File: config.mk
export PLATFORM = sky130hd
export DESIGN_NAME = ti_share_encoder
export DESIGN_NICKNAME = d
export VERILOG_FILES = /design/src/rtl/ti_share_encoder.sv
export SDC_FILE = /design/constraint.sdc
export NUM_CORES = 1
export LEC_CHECK = 0
export ABC_AREA = 0
export BUFFER_PORTS_ARGS = -buffer_cell sky130_fd_sc_hd__buf_2
export CAP_MARGIN = 20
export CORE_MARGIN = 4
export CORE_UTILIZATION = 35
export CTS_CLUSTER_DIAMETER = 50
export DETAILED_ROUTE_END_ITERATION = 8
export PLACE_DENSITY = 0.65
export SYNTH_ARGS = -nofsm -noshare
export SYNTH_HDL_FRONTEND = slang
export SYNTH_SLANG_ARGS = --single-unit
export TNS_END_PERCENT = 30
File: constraint.sdc
create_clock -name clk -period 2 [get_ports clk]
set_input_delay 0.3 -clock clk [delete_from_list [all_inputs] [get_ports clk]]
set_output_delay 0.3 -clock clk [all_outputs]
set_load 0.01 [all_outputs]
File: src/rtl/ti_share_encoder.sv
// ti_share_encoder: splits an unmasked nibble into two Boolean shares
// {x ^ r, r} using one fresh random nibble per encode, with valid/ready
// handshakes on the data, randomness and share ports.
// Optional build macro: ZERO_RND_REJECT_EN (discard all-zero random words
// and count them on rnd_reject).
module ti_share_encoder #(
   parameter int unsigned NIB_W       = 4,
   parameter int unsigned RND_TIMEOUT = 15,
   parameter int unsigned CNT_W       = 16
) (
   input  logic                 clk,
   input  logic                 rst,
   input  logic                 s_valid,
   output logic                 s_ready,
   input  logic [NIB_W-1:0]     s_data,
   input  logic                 rnd_valid,
   output logic                 rnd_ready,
   input  logic [NIB_W-1:0]     rnd_data,
   output logic                 m_valid,
   input  logic                 m_ready,
   output logic [2*NIB_W-1:0]   m_data,
   output logic                 rnd_starve,
   output logic [CNT_W-1:0]     enc_count
`ifdef ZERO_RND_REJECT_EN
   ,
   output logic [7:0]           rnd_reject
`endif
);

   localparam int unsigned SHARE_W  = 2 * NIB_W;
   localparam int unsigned STARVE_W = 8;
   localparam int unsigned REJ_W    = 8;

   typedef enum logic [1:0] {
      IDLE     = 2'd0,
      WAIT_RND = 2'd1,
      OUT      = 2'd2
   } state_t;

   state_t               state;
   state_t               state_nxt;
   logic [NIB_W-1:0]     x_reg;
   logic [NIB_W-1:0]     x_nxt;
   logic [SHARE_W-1:0]   m_data_nxt;
   logic [STARVE_W-1:0]  starve_cnt;
   logic [STARVE_W-1:0]  starve_cnt_nxt;
   logic                 rnd_starve_nxt;
   logic [CNT_W-1:0]     enc_count_nxt;
   logic                 rnd_take;
   logic                 rnd_use;
   logic                 rnd_zero;
   logic [REJ_W-1:0]     reject_cnt;
   logic [REJ_W-1:0]     reject_cnt_nxt;

   // Random word is all-zero (only acted upon when zero rejection is built in)
   assign rnd_zero = (rnd_data == '0);

   // A random word is consumed whenever it is offered in WAIT_RND
   assign rnd_take = (state == WAIT_RND) && rnd_valid;

`ifdef ZERO_RND_REJECT_EN
   // Zero words are consumed but must not mask the plaintext
   assign rnd_use = rnd_take && !rnd_zero;
`else
   assign rnd_use = rnd_take;
`endif

   // Next-state and next-register-value logic
   always_comb begin
      state_nxt      = state;
      x_nxt          = x_reg;
      m_data_nxt     = m_data;
      starve_cnt_nxt = starve_cnt;
      rnd_starve_nxt = rnd_starve;
      enc_count_nxt  = enc_count;
      reject_cnt_nxt = reject_cnt;

      case (state)
         IDLE: begin
            if (s_valid) begin
               x_nxt     = s_data;
               state_nxt = WAIT_RND;
            end
         end
         WAIT_RND: begin
            if (rnd_use) begin
               m_data_nxt = {x_reg ^ rnd_data, rnd_data};
               x_nxt      = '0;
               state_nxt  = OUT;
            end else begin
               if (starve_cnt != '1) begin
                  starve_cnt_nxt = starve_cnt + STARVE_W'(1);
               end
               if (rnd_take && rnd_zero && (reject_cnt != '1)) begin
                  reject_cnt_nxt = reject_cnt + REJ_W'(1);
               end
            end
         end
         OUT: begin
            if (m_ready) begin
               enc_count_nxt = enc_count + CNT_W'(1);
               state_nxt     = IDLE;
            end
         end
         default: begin
            state_nxt = IDLE;
         end
      endcase

      if (state_nxt != WAIT_RND) begin
         starve_cnt_nxt = '0;
      end
      if (starve_cnt_nxt >= STARVE_W'(RND_TIMEOUT)) begin
         rnd_starve_nxt = 1'b1;
      end
   end

   // State, datapath and registered handshake outputs
   always_ff @(posedge clk) begin
      if (rst) begin
         state      <= IDLE;
         x_reg      <= '0;
         m_data     <= '0;
         starve_cnt <= '0;
         rnd_starve <= 1'b0;
         enc_count  <= '0;
         reject_cnt <= '0;
         s_ready    <= 1'b1;
         rnd_ready  <= 1'b0;
         m_valid    <= 1'b0;
      end else begin
         state      <= state_nxt;
         x_reg      <= x_nxt;
         m_data     <= m_data_nxt;
         starve_cnt <= starve_cnt_nxt;
         rnd_starve <= rnd_starve_nxt;
         enc_count  <= enc_count_nxt;
         reject_cnt <= reject_cnt_nxt;
         s_ready    <= (state_nxt == IDLE);
         rnd_ready  <= (state_nxt == WAIT_RND);
         m_valid    <= (state_nxt == OUT);
      end
   end

`ifdef ZERO_RND_REJECT_EN
   assign rnd_reject = reject_cnt;
`endif

   // Share vector must hold steady while back-pressured
   a_out_hold: assert property (@(posedge clk) disable iff (rst)
      (m_valid && !m_ready) |=> (m_valid && $stable(m_data)));

   // Randomness is only requested while waiting for it
   a_rnd_state: assert property (@(posedge clk) disable iff (rst)
      rnd_ready |-> (state == WAIT_RND));

   // At most one handshake port is open at a time
   a_one_ready: assert property (@(posedge clk) disable iff (rst)
      $onehot0({s_ready, rnd_ready, m_valid}));

endmodule

==> impl_metrics.tcl <==
set metrics [dict create \
    setup_tns_ns 0 \
    use_met2_pct 20.3 \
    io_buffers 40 \
    path_max_fanout 9 \
    drt-total-wl_um 3830 \
    clockRootBuffer "clkbuf_8" \
    cts.clk_slew.worst_paths_ns 0.07 \
    place_congestion 0.839 \
    max-slew-margin-rel_pct 72.9 \
    yosysTopAreaCellShare_pct 45.2 \
    period_share_pct 91.9 \
    p_per_area_nw_per_um2 686 \
    fin_cells 306 \
    top_regs "enc_count (16), m_data (8), starve_cnt (8)" \
    seq_area_frac_synth_pct 45.2 \
    p_comb_share_pct 7.8 \
    ff_latch_area_um2 841 \
    cp.required_ns 2.17 \
    setup_viol 0 \
    critical_path_class "reg -> reg" \
    p_sw_share_pct 22.2 \
    grt-ovfl-total 0 \
    critPathLaunchType "flip-flop" \
    drc 0 \
    routed-via-count 1532 \
    power_mw 1.51 \
    synthTopCellsByArea "dfxtp_1 45%, nor2_1 7.3%, xnor2_1 5.2%" \
    via_per_inst 5.01 \
    ys_types 44 \
    p_switching_uw 334 \
    grt_pass1_wl_um 6340 \
    met3_usage_pct 3.10 \
    io_pins 41 \
    wl_per_cell_um 12.5 \
    max_stage_delay_ns 0.42 \
    max_freq_ghz 0.544 \
    p_clk_share_pct 34.4 \
    synthArstFlopShare_pct 0 \
    htree_levels 2 \
    clockBufferDepth 2 \
    drtIter0Drc 61 \
    largest_reg_flops 16 \
    hold_path.class "in -> reg" \
    power.leakage_nw 0.901 \
    intPower_mw 1.17 \
    drv_cap 0 \
    worstPathCellList "nor3b_4, nand4_1, o311ai_2, a31oi_1, a311o_1" \
    clock_sinks 42 \
    clock_skew_ns 0.00225 \
    top_usage_layer "met2" \
    synthesis.instances 197 \
    status "finished, final reports clean" \
    first_pass_iters 4 \
    cts_setup_buffers 0 \
    grt_pass1_vias 1438 \
    seq_power_share_pct 57.8 \
    layout-drive-gt1-share_pct 27.1 \
    synth_area_um2 1860 \
    ys_ff_latch 42 \
    r2r_slack_ns 0.16 \
    ys.flop_type "dfxtp_1" \
    die_area_um2 6550 \
    hold_viol_final 0 \
    nNetsFinal 252 \
    synth_area_leader_cell "dfxtp_1" \
    tightest_slew_ns 0.405 \
    diodes 0 \
    area_growth_pct 18.1 \
    synth-edff-count 0 \
    rsz0062_at_grt "no" \
    worstPathArrival_ns 2.01 \
    multi_input_area_um2 962 \
    postCtsHoldBufs 0 \
    clk_latency_ns 0.28 \
    initial_core_util_pct 36.2 \
    peakVddDrop_uv 406 \
    crit_slowest_cell "nor3b_4" \
    hpwl_um 2850 \
    ant_nets 0 \
    cts-resized-gates 0 \
    fp-row-count 26 \
    use_met1_pct 15.5 \
    final-max-slew-violation-count 0 \
    die_x_um 80.9 \
    syn-num-nets 212 \
    tritoncts "built" \
    finalCriticalPeriod_ns 1.84 \
    antenna_found_initial 0 \
    core_area_um2 5140 \
    synth.avg_cell_area_um2 9.45 \
    die_y_um 80.9 \
    numCtsBuffers 5 \
    grt_max_degree 34 \
    synth_warnings 0 \
    fill_cells 548 \
    endpoint_kind "flip-flop" \
    grtUsageTotal_pct 12.4 \
    largest_register "enc_count" \
    dp_cells 300 \
]
==> path summary, 6_finish.rpt <==
kind,start,to,cells after the start
setup reg to reg,state[0],rnd_starve,5
setup / recovery,state[0],rnd_starve,5
hold / removal,s_data[3],x_reg[3],3
hold reg to reg,m_data[3],m_data[3],2
==> metrics by stage <==
stage                     hold WS (ns)  cell area (um^2)  setup WS, ns  util (%)
final                            0.281              2200         0.162      42.8
after global routing             0.289              2200        0.0329      42.8
after CTS                        0.275              2200         0.194      42.8
after detailed placement         0.480              2120         0.194      41.2
after global placement           0.471              2120         0.250      41.2
after floorplan                  0.447              1860         0.405         -
==> Yosys cell counts, drive strengths merged, types with 5 or more instances <==
cell and number:
inv 5, a21oi 7, nand2 12, clkbuf 5, and3 5, nor2 36, nand4 7, xnor2 11
o21ai 5, xor2 6, mux2i 5, dfxtp 42
==> layout by cell type (no fill, tap or decap), types with 2 or more instances in the layout <==
master,instances
mux2i_1,5
a31oi_1,2
nand2b_2,2
a22oi_1,4
nor4_2,4
nor2b_1,2
nand2_1,12
or3_1,4
and3b_1,2
xor2_1,6
nand3_1,3
ha_1,2
buf_2,40
o21ai_0,5
clkbuf_8,6
a21oi_1,6
nand4_1,4
and3_1,5
a211oi_1,4
nand4_2,2
xnor2_1,11
a41o_2,2
dfxtp_1,42
nand2b_1,2
inv_1,4
nor2_1,36
o2111ai_1,2
==> final cells by class <==
class	instances	area share, %
repair buffers	41	9.44
clock buffers	6	3.75
flip-flops and latches	42	38.2
well taps	70	3.98
inverters	5	0.853
multi-input cells	142	43.7
==> routing by layer <==
metal / part of all wire, % / vias to the layer above
li1: - / 777
met1: 47 / 710
met2: 46 / 40
met3: 5.5 / 5
met4: 1.6 / 0
met5: 0 / -
==> power by group through the flow <==
stage          clock network, mW  logic, mW  registers (mW)
5_1_grt                    0.581      0.133           0.874
3_3_place_gp                   0      0.119           0.890
2_1_floorplan                  0     0.0722           0.896
6_report                   0.519      0.118           0.872
4_1_cts                    0.549      0.120           0.872
3_5_place_dp                   0      0.120           0.891
==> critical path, delay by kind of cell, from the launching register on <==
family / cells / cell delay (ns)
and+or+nand+nor: 2 / 0.58
AOI/OAI and AO/OA: 3 / 0.74
DFF: 1 / 0.41
==> cells by family (layout without fill, tap and decap cells) <==
family	after synthesis	in the layout	share of synthesized area [%]
AOI/OAI and AO/OA	33	33	13.0
xor gates and xnor gates	17	17	8.00
adders and majority gates	2	2	1.34
buffers and inverters	13	52	3.16
DFF	42	42	45.2
muxes	5	5	2.69
and+or+nand+nor	85	85	26.6
(Power assumes the default switching activity.)
